## config.mk

```make
export PLATFORM = sky130hd
export DESIGN_NAME = proc_ctrl
export DESIGN_NICKNAME = d
export VERILOG_FILES = /design/src/rtl/proc_ctrl.sv
export SDC_FILE = /design/constraint.sdc
export NUM_CORES = 1
export LEC_CHECK = 0
export CAP_MARGIN = 20
export CORE_MARGIN = 4
export CORE_UTILIZATION = 40
export CTS_BUF_LIST = sky130_fd_sc_hd__clkbuf_8
export DETAILED_ROUTE_END_ITERATION = 8
export MAX_ROUTING_LAYER = met4
export PLACE_DENSITY = 0.8
export SLEW_MARGIN = 20
export SYNTH_ARGS = -nofsm -noshare
export SYNTH_HDL_FRONTEND = slang
export SYNTH_SLANG_ARGS = --single-unit
```

## constraint.sdc

```tcl
create_clock -name clk -period 1.85 [get_ports clk]
set_input_delay 0.2775 -clock clk [delete_from_list [all_inputs] [get_ports clk]]
set_output_delay 0.2775 -clock clk [all_outputs]
set_load 0.05 [all_outputs]
```

## src/rtl/proc_ctrl.sv

```systemverilog
// proc_ctrl: control unit for the 4-bit two-register accumulate datapath.
// Accepts {op, cnt, imm} requests, drives the datapath enables/selects for
// one (LDA/LDB) or cnt+1 (ADDA/ADDB) cycles, then offers the datapath
// result on the response port until the sink takes it.
module proc_ctrl #(
   parameter int CNT_BITS = 4
) (
   input  logic                      clk,
   input  logic                      reset,
   input  logic                      req_val,
   output logic                      req_rdy,
   input  logic [2+CNT_BITS+4-1:0]   req_msg,
   output logic                      resp_val,
   input  logic                      resp_rdy,
   output logic [3:0]                resp_msg,
   output logic                      regA_en,
   output logic                      regA_sel,
   output logic                      regB_en,
   output logic                      regB_sel,
   output logic [3:0]                imm,
   input  logic [3:0]                dpath_result
);

   typedef enum logic [1:0] {
      IDLE = 2'd0,
      EXEC = 2'd1,
      RESP = 2'd2
   } state_t;

   localparam logic [1:0] OP_LDA  = 2'b00;
   localparam logic [1:0] OP_LDB  = 2'b01;
   localparam logic [1:0] OP_ADDA = 2'b10;
   localparam logic [1:0] OP_ADDB = 2'b11;

   localparam logic [CNT_BITS-1:0] CNT_ZERO = {CNT_BITS{1'b0}};
   localparam logic [CNT_BITS-1:0] CNT_ONE  = {{(CNT_BITS-1){1'b0}}, 1'b1};

   state_t                r_state;
   state_t                w_state_nxt;
   logic [1:0]            r_op;
   logic [CNT_BITS-1:0]   r_cnt;
   logic [3:0]            r_imm;

   logic [1:0]            w_req_op;
   logic [CNT_BITS-1:0]   w_req_cnt;
   logic [3:0]            w_req_imm;
   logic                  w_accept;
   logic                  w_cnt_dec;

   assign w_req_op  = req_msg[CNT_BITS+5:CNT_BITS+4];
   assign w_req_cnt = req_msg[CNT_BITS+3:4];
   assign w_req_imm = req_msg[3:0];

   // A request is taken only in IDLE; busy-time req_val is ignored.
   assign w_accept  = (r_state == IDLE) && req_val;
   // ADD ops count down while more add cycles remain.
   assign w_cnt_dec = (r_state == EXEC) && r_op[1] && (r_cnt != CNT_ZERO);

   // The controller never touches data: the result is the datapath output.
   assign resp_msg = dpath_result;
   assign imm      = r_imm;

   // State register; asynchronous reset aborts any request in flight.
   always_ff @(posedge clk or negedge reset) begin
      if (!reset) begin
         r_state <= IDLE;
      end else begin
         r_state <= w_state_nxt;
      end
   end

   // Latched instruction fields and the repeat down-counter.
   always_ff @(posedge clk or negedge reset) begin
      if (!reset) begin
         r_op  <= 2'b00;
         r_cnt <= CNT_ZERO;
         r_imm <= 4'd0;
      end else if (w_accept) begin
         r_op  <= w_req_op;
         r_cnt <= w_req_cnt;
         r_imm <= w_req_imm;
      end else if (w_cnt_dec) begin
         r_cnt <= r_cnt - CNT_ONE;
      end else begin
         r_cnt <= r_cnt;
      end
   end

   // Next-state and state-decoded control outputs.
   always_comb begin
      w_state_nxt = r_state;
      req_rdy     = 1'b0;
      resp_val    = 1'b0;
      regA_en     = 1'b0;
      regA_sel    = 1'b0;
      regB_en     = 1'b0;
      regB_sel    = 1'b0;
      case (r_state)
         IDLE: begin
            req_rdy = 1'b1;
            if (req_val) begin
               w_state_nxt = EXEC;
            end else begin
               w_state_nxt = IDLE;
            end
         end
         EXEC: begin
            case (r_op)
               OP_LDA: begin
                  regA_en     = 1'b1;
                  w_state_nxt = RESP;
               end
               OP_LDB: begin
                  regB_en     = 1'b1;
                  w_state_nxt = RESP;
               end
               OP_ADDA: begin
                  regA_en  = 1'b1;
                  regA_sel = 1'b1;
                  if (r_cnt == CNT_ZERO) begin
                     w_state_nxt = RESP;
                  end else begin
                     w_state_nxt = EXEC;
                  end
               end
               OP_ADDB: begin
                  regB_en  = 1'b1;
                  regB_sel = 1'b1;
                  if (r_cnt == CNT_ZERO) begin
                     w_state_nxt = RESP;
                  end else begin
                     w_state_nxt = EXEC;
                  end
               end
               default: begin
                  w_state_nxt = RESP;
               end
            endcase
         end
         RESP: begin
            resp_val = 1'b1;
            if (resp_rdy) begin
               w_state_nxt = IDLE;
            end else begin
               w_state_nxt = RESP;
            end
         end
         default: begin
            w_state_nxt = IDLE;
         end
      endcase
   end

endmodule

```

After elaboration in Yosys (flattened, before gate mapping)
Cells that the tools add are included.
{"block": "op_classes", "addsub": 1, "eq_ne": 5, "muxes": 17, "n_reduce_logical": 12}
{"op": "$mux W1", "n": 11}
{"op": "$mux W4", "n": 2}
{"op": "$reduce_or A2 Y1", "n": 4}
{"op": "$eq A2 B2 Y1 const B", "n": 3}
{"op": "$pmux W2 S3", "n": 1}
{"op": "$eq A2 B1 Y1 const B", "n": 2}
{"op": "$logic_not A2 Y1", "n": 2}
{"op": "$logic_not A4 Y1", "n": 1}
{"op": "$mux W2", "n": 2}
{"op": "$pmux W2 S2", "n": 1}
{"op": "$reduce_bool A4 Y1", "n": 1}
{"op": "$sub A4 B1 Y4 const B", "n": 1}
{"op": "$logic_and A1 B1 Y1", "n": 3}
{"op": "$reduce_bool A2 Y1", "n": 1}
{"block": "totals", "word_cells": 39, "input_bits": 18, "output_inout_bits": 14, "ff_bits": 12}

Depth between registers and ports, before layout
Gate-level depths: netlist of the first run.
{"block": "logic_depth", "ltp_word": 5, "depth_mapped": 5, "depth_no_buf": 5}

Least setup slack after synthesis of the first run
OpenSTA, ideal clock, no wires.
{"block": "synth_timing", "path_kind": "register to output", "start": "reg r_state[0]", "end": "out regA_en", "required_time_ns": 1.572, "n_path_buf": 0, "stages_incl_launch_ff": 3, "arrival_time_ns": 1.322, "path_slack_ns": 0.250, "path_cell_list": "dfrtp_1 -> nor2b_1 -> nor2b_1"}
{"block": "synth_via", "elab_chain_len": 2}
{"element": "start: declaration", "line": "38", "rtl": "state_t r_state;"}
{"element": "start signal: assignment", "line": "68", "rtl": "r_state <= w_state_nxt;"}
{"element": "$eq A2 B1 Y1", "line": "98", "rtl": "case (r_state)"}
{"element": "$mux W1", "line": "98"}
{"element": "end: declaration", "line": "16", "rtl": "output logic regA_en,"}
Every way passes these cells.

Final worst setup path of the first run
{"block": "layout_timing", "start": "reg r_state[1]", "end": "out regA_sel"}
{"block": "layout_via", "elab_chain_len": 2}
{"element": "$eq A2 B1 Y1", "line": "98"}
{"element": "$mux W1", "line": "98"}
{"element": "end: declaration", "line": "17", "rtl": "output logic regA_sel,"}
Every way passes these cells.

==> results.md, run 1 <==
- DRT iter0 DRCs: 12
- Pre-CTS setup slack: 333.6 ps
- Global-route wire length before repair: 2097 um
- Worst-path clk slew: 50 ps
- Met2 routed WL: 718 um
- Slew Limit Fails: 0
- Cell Pwr Density: 1836 nW/um^2
- Post-Route WL: 1466 um
- Worst setup endpoint: regA_sel
- Worst-Skew Late Latency: 250 ps
- GP Congestion: 0.8172
- DP Area: 898.4 um^2
- Largest family of logic cells by synthesized area: simple AND/OR/NAND/NOR gates
- Vias post-DR: 578
- Finished Cell Area: 939.7 um^2
- Tmin final: 1671 ps
- Seq cells post-synth: 12
- Clock skew: 3.322 ps
- Top Layer Used: met4
- CTS tree: built
- Cell chain of the critical path: nand3b_1 > nor2_1 > buf_12
- Vias per cell: 5.255
- CP Launch Type: flop
- Comb pwr share: 0.561
- Mux contribution to synthesized area: 0
- Final setup vio count: 0
- Synth Area in Adders: 0.01934
- CTS buffer count: 3
- Vias in the first global route: 502
- Clock Path Buffers: 2
- Drt first pass iters: 4
- Sw Pwr: 797.7 uW
- CORE AREA: 1524 um^2
- Commonest cells after routing, fill and taps aside: nand2_1, clkdlybuf4s50_1, dfrtp_1
- Number of diodes: 0
- Sequential power share: 0.300
- Cell-internal power: 927.7 uW
- Area delta synth->final: 45.26%
- Syn. warnings: 0
- Final #Nets: 115
- Worst Setup SP: r_state[1]
- Tightest Pin Transition: 552.3 ps
- Synth Cell Area: 646.9 um^2
- # DRC: 0
- Peak VDD IR: 1121 uV
- Clk sinks: 12
- Hpwl dp: 1090 um
- Switching share of power: 0.4623
- Post-Synth Simple-Gate Area: 0.3191
- Post-synth cell types: 23
- Unrepaired setup endpoints after global routing: no
- Post-CTS setup buffer count: 0
- Die footprint: 2325 um^2
- WP data required: 1570 ps
- Reg-to-reg startpoint: r_cnt[0]
- Rel. slew slack: 0.6307
- Largest net degree at the start of global routing: 14
- Total negative slack: 0 ps
- Slowest stage cell on the critical path: dfrtp_1
- Initial antenna violation count: 0
- Crit share post-route: 0.9033
- Sequential share of the synthesized area: 0.4642
- Num rows: 14
- Syn nets: 91
- Fmax: 598.4 MHz
- IO Count: 32
- Wire length on met3: 92 um
- Critical Path Fanout Max: 7
- Clock root cell: clkbuf_8
- FF-to-FF End: r_cnt[1]
- Port Buffers: 23
- Post-synthesis compound-gate area fraction: 0.1103
- Synth Instances: 72
- Clock share of power: 0.139
- Fin worst setup slack: 178.9 ps
- Commonest non-fill, non-tap cell in the layout: nand2_1
- Share of cells above drive strength 1: 0.1277
- Synth Area per Inst: 8.984 um^2
- Global route total overflow: 0
- WL/cell: 13.33 um
- MaxCap Viol Count: 0
- Status: complete, no violations
- Chip height: 48.22 um
- Metal-1 WL: 620 um
- Hold buffers post-CTS: 0
- Cts repair resizes: 0
- Worst R2R Setup Slack: 370 ps
- Synth Area in XOR/XNOR: 0
- Critical Path Sink Type: output port
- H-tree depth: 1
- Starting Density: 0.4245
- Kind of critical path: reg2out
- Overall Global Routing Usage: 0.1434
- R2R cell count: 5
- Antenna Nets Post-Route: 0
- Final-report hold violation count: 0
- Worst min path class: in2async
- Crit path largest cell delay: 450 ps
- Die width: 48.22 um
- Pleak: 0.0004313 uW
- CP Data Arrival Time: 1390 ps
[state kept, by name, summed over array words and instances, names as in the netlist]
register / count
r_op: 2
imm: 4
r_cnt: 4
r_state: 2
[metal layers]
| layer | vias to the layer above | track usage |
|---|---|---|
| met4 | 0 | 0.08065 |
| li1 | 285 | - |
| met1 | 270 | 0.1493 |
| met5 | - | - |
| met2 | 18 | 0.2214 |
| met3 | 5 | 0.06642 |
[cells in the mapped netlist]
cell       n  share of area
o41ai_1    1          0.014
or3b_1     1          0.014
and2_1     2          0.019
nand3b_1   1          0.012
ha_1       1          0.019
a22o_1     2          0.027
nor3b_1    1          0.012
nor2b_1    2          0.019
and2b_1    1          0.012
inv_1      4          0.023
nor3_1     1         0.0077
dfrtp_1   12           0.46
buf_6      1          0.017
or3b_4     1          0.017
a31oi_1    4          0.039
o21ai_0    4          0.031
nor3b_2    1          0.019
buf_4      4          0.046
nor2_1     5          0.029
and3b_1    1          0.014
nand4b_1   2          0.027
nand3_1    1         0.0077
nand2_1   19           0.11
[cell families after synthesis]
logic type,after synthesis
fa+ha+maj,1
flops,12
simple gates,39
buf+inv,9
compound gates,11
[worst min path at each step]
stage | depth (start not counted) | slack (ps) | end
global route | 1 | 440 | imm[2]
floorplan | 0 | -20 | imm[0]
finish | 1 | 390 | r_cnt[1]
CTS | 1 | 410 | r_cnt[3]
detailed placement | 2 | 470 | imm[3]
global placement | 2 | 470 | imm[3]
[worst max-delay path: cells and delay by family, from the launching register on]
family	cells	cell delay, ps
buf+inv	1	170
flops	1	450
simple gates	2	530
[final cells by class]
class | count | area [um^2]
clock buffers | 3 | 41.29
flip-flops and latches | 12 | 300.3
well taps | 16 | 20.02
fillers | 138 | 584.3
repair buffers | 24 | 272.8
multi-input cells | 51 | 290.3
inverters | 4 | 15.01
[power by group through the flow]
stage	combinational, uW	clock, uW	sequential, uW
after floorplan	527	0	637
after global placement	965	0	512
final	967	240	518
after CTS	977	247	518
after global routing	1030	260	537
after detailed placement	975	0	522
[metrics by stage]
stage	hold WS, ps	power (uW)	cells	utilization
floorplan	-18.09	1164	72	-
global route	437.2	1830	110	0.6166
CTS	407.6	1742	110	0.6166
finish	390.8	1725	110	0.6166
detailed placement	465.8	1496	107	0.5895
global placement	468.0	1476	107	0.5895
No activity file was read; power rests on OpenSTA's default activity.
==> run 2, diff against run 1 <==
--- a/config.mk
+++ b/config.mk
@@ -9,6 +9,7 @@
 export CORE_MARGIN = 4
 export CORE_UTILIZATION = 40
 export CTS_BUF_LIST = sky130_fd_sc_hd__clkbuf_8
+export CTS_CLUSTER_DIAMETER = 200
 export DETAILED_ROUTE_END_ITERATION = 8
 export MAX_ROUTING_LAYER = met4
 export PLACE_DENSITY = 0.8
==> results of run 2 <==
Same layout as run 1: the final DEF is identical, and so are final timing and power.
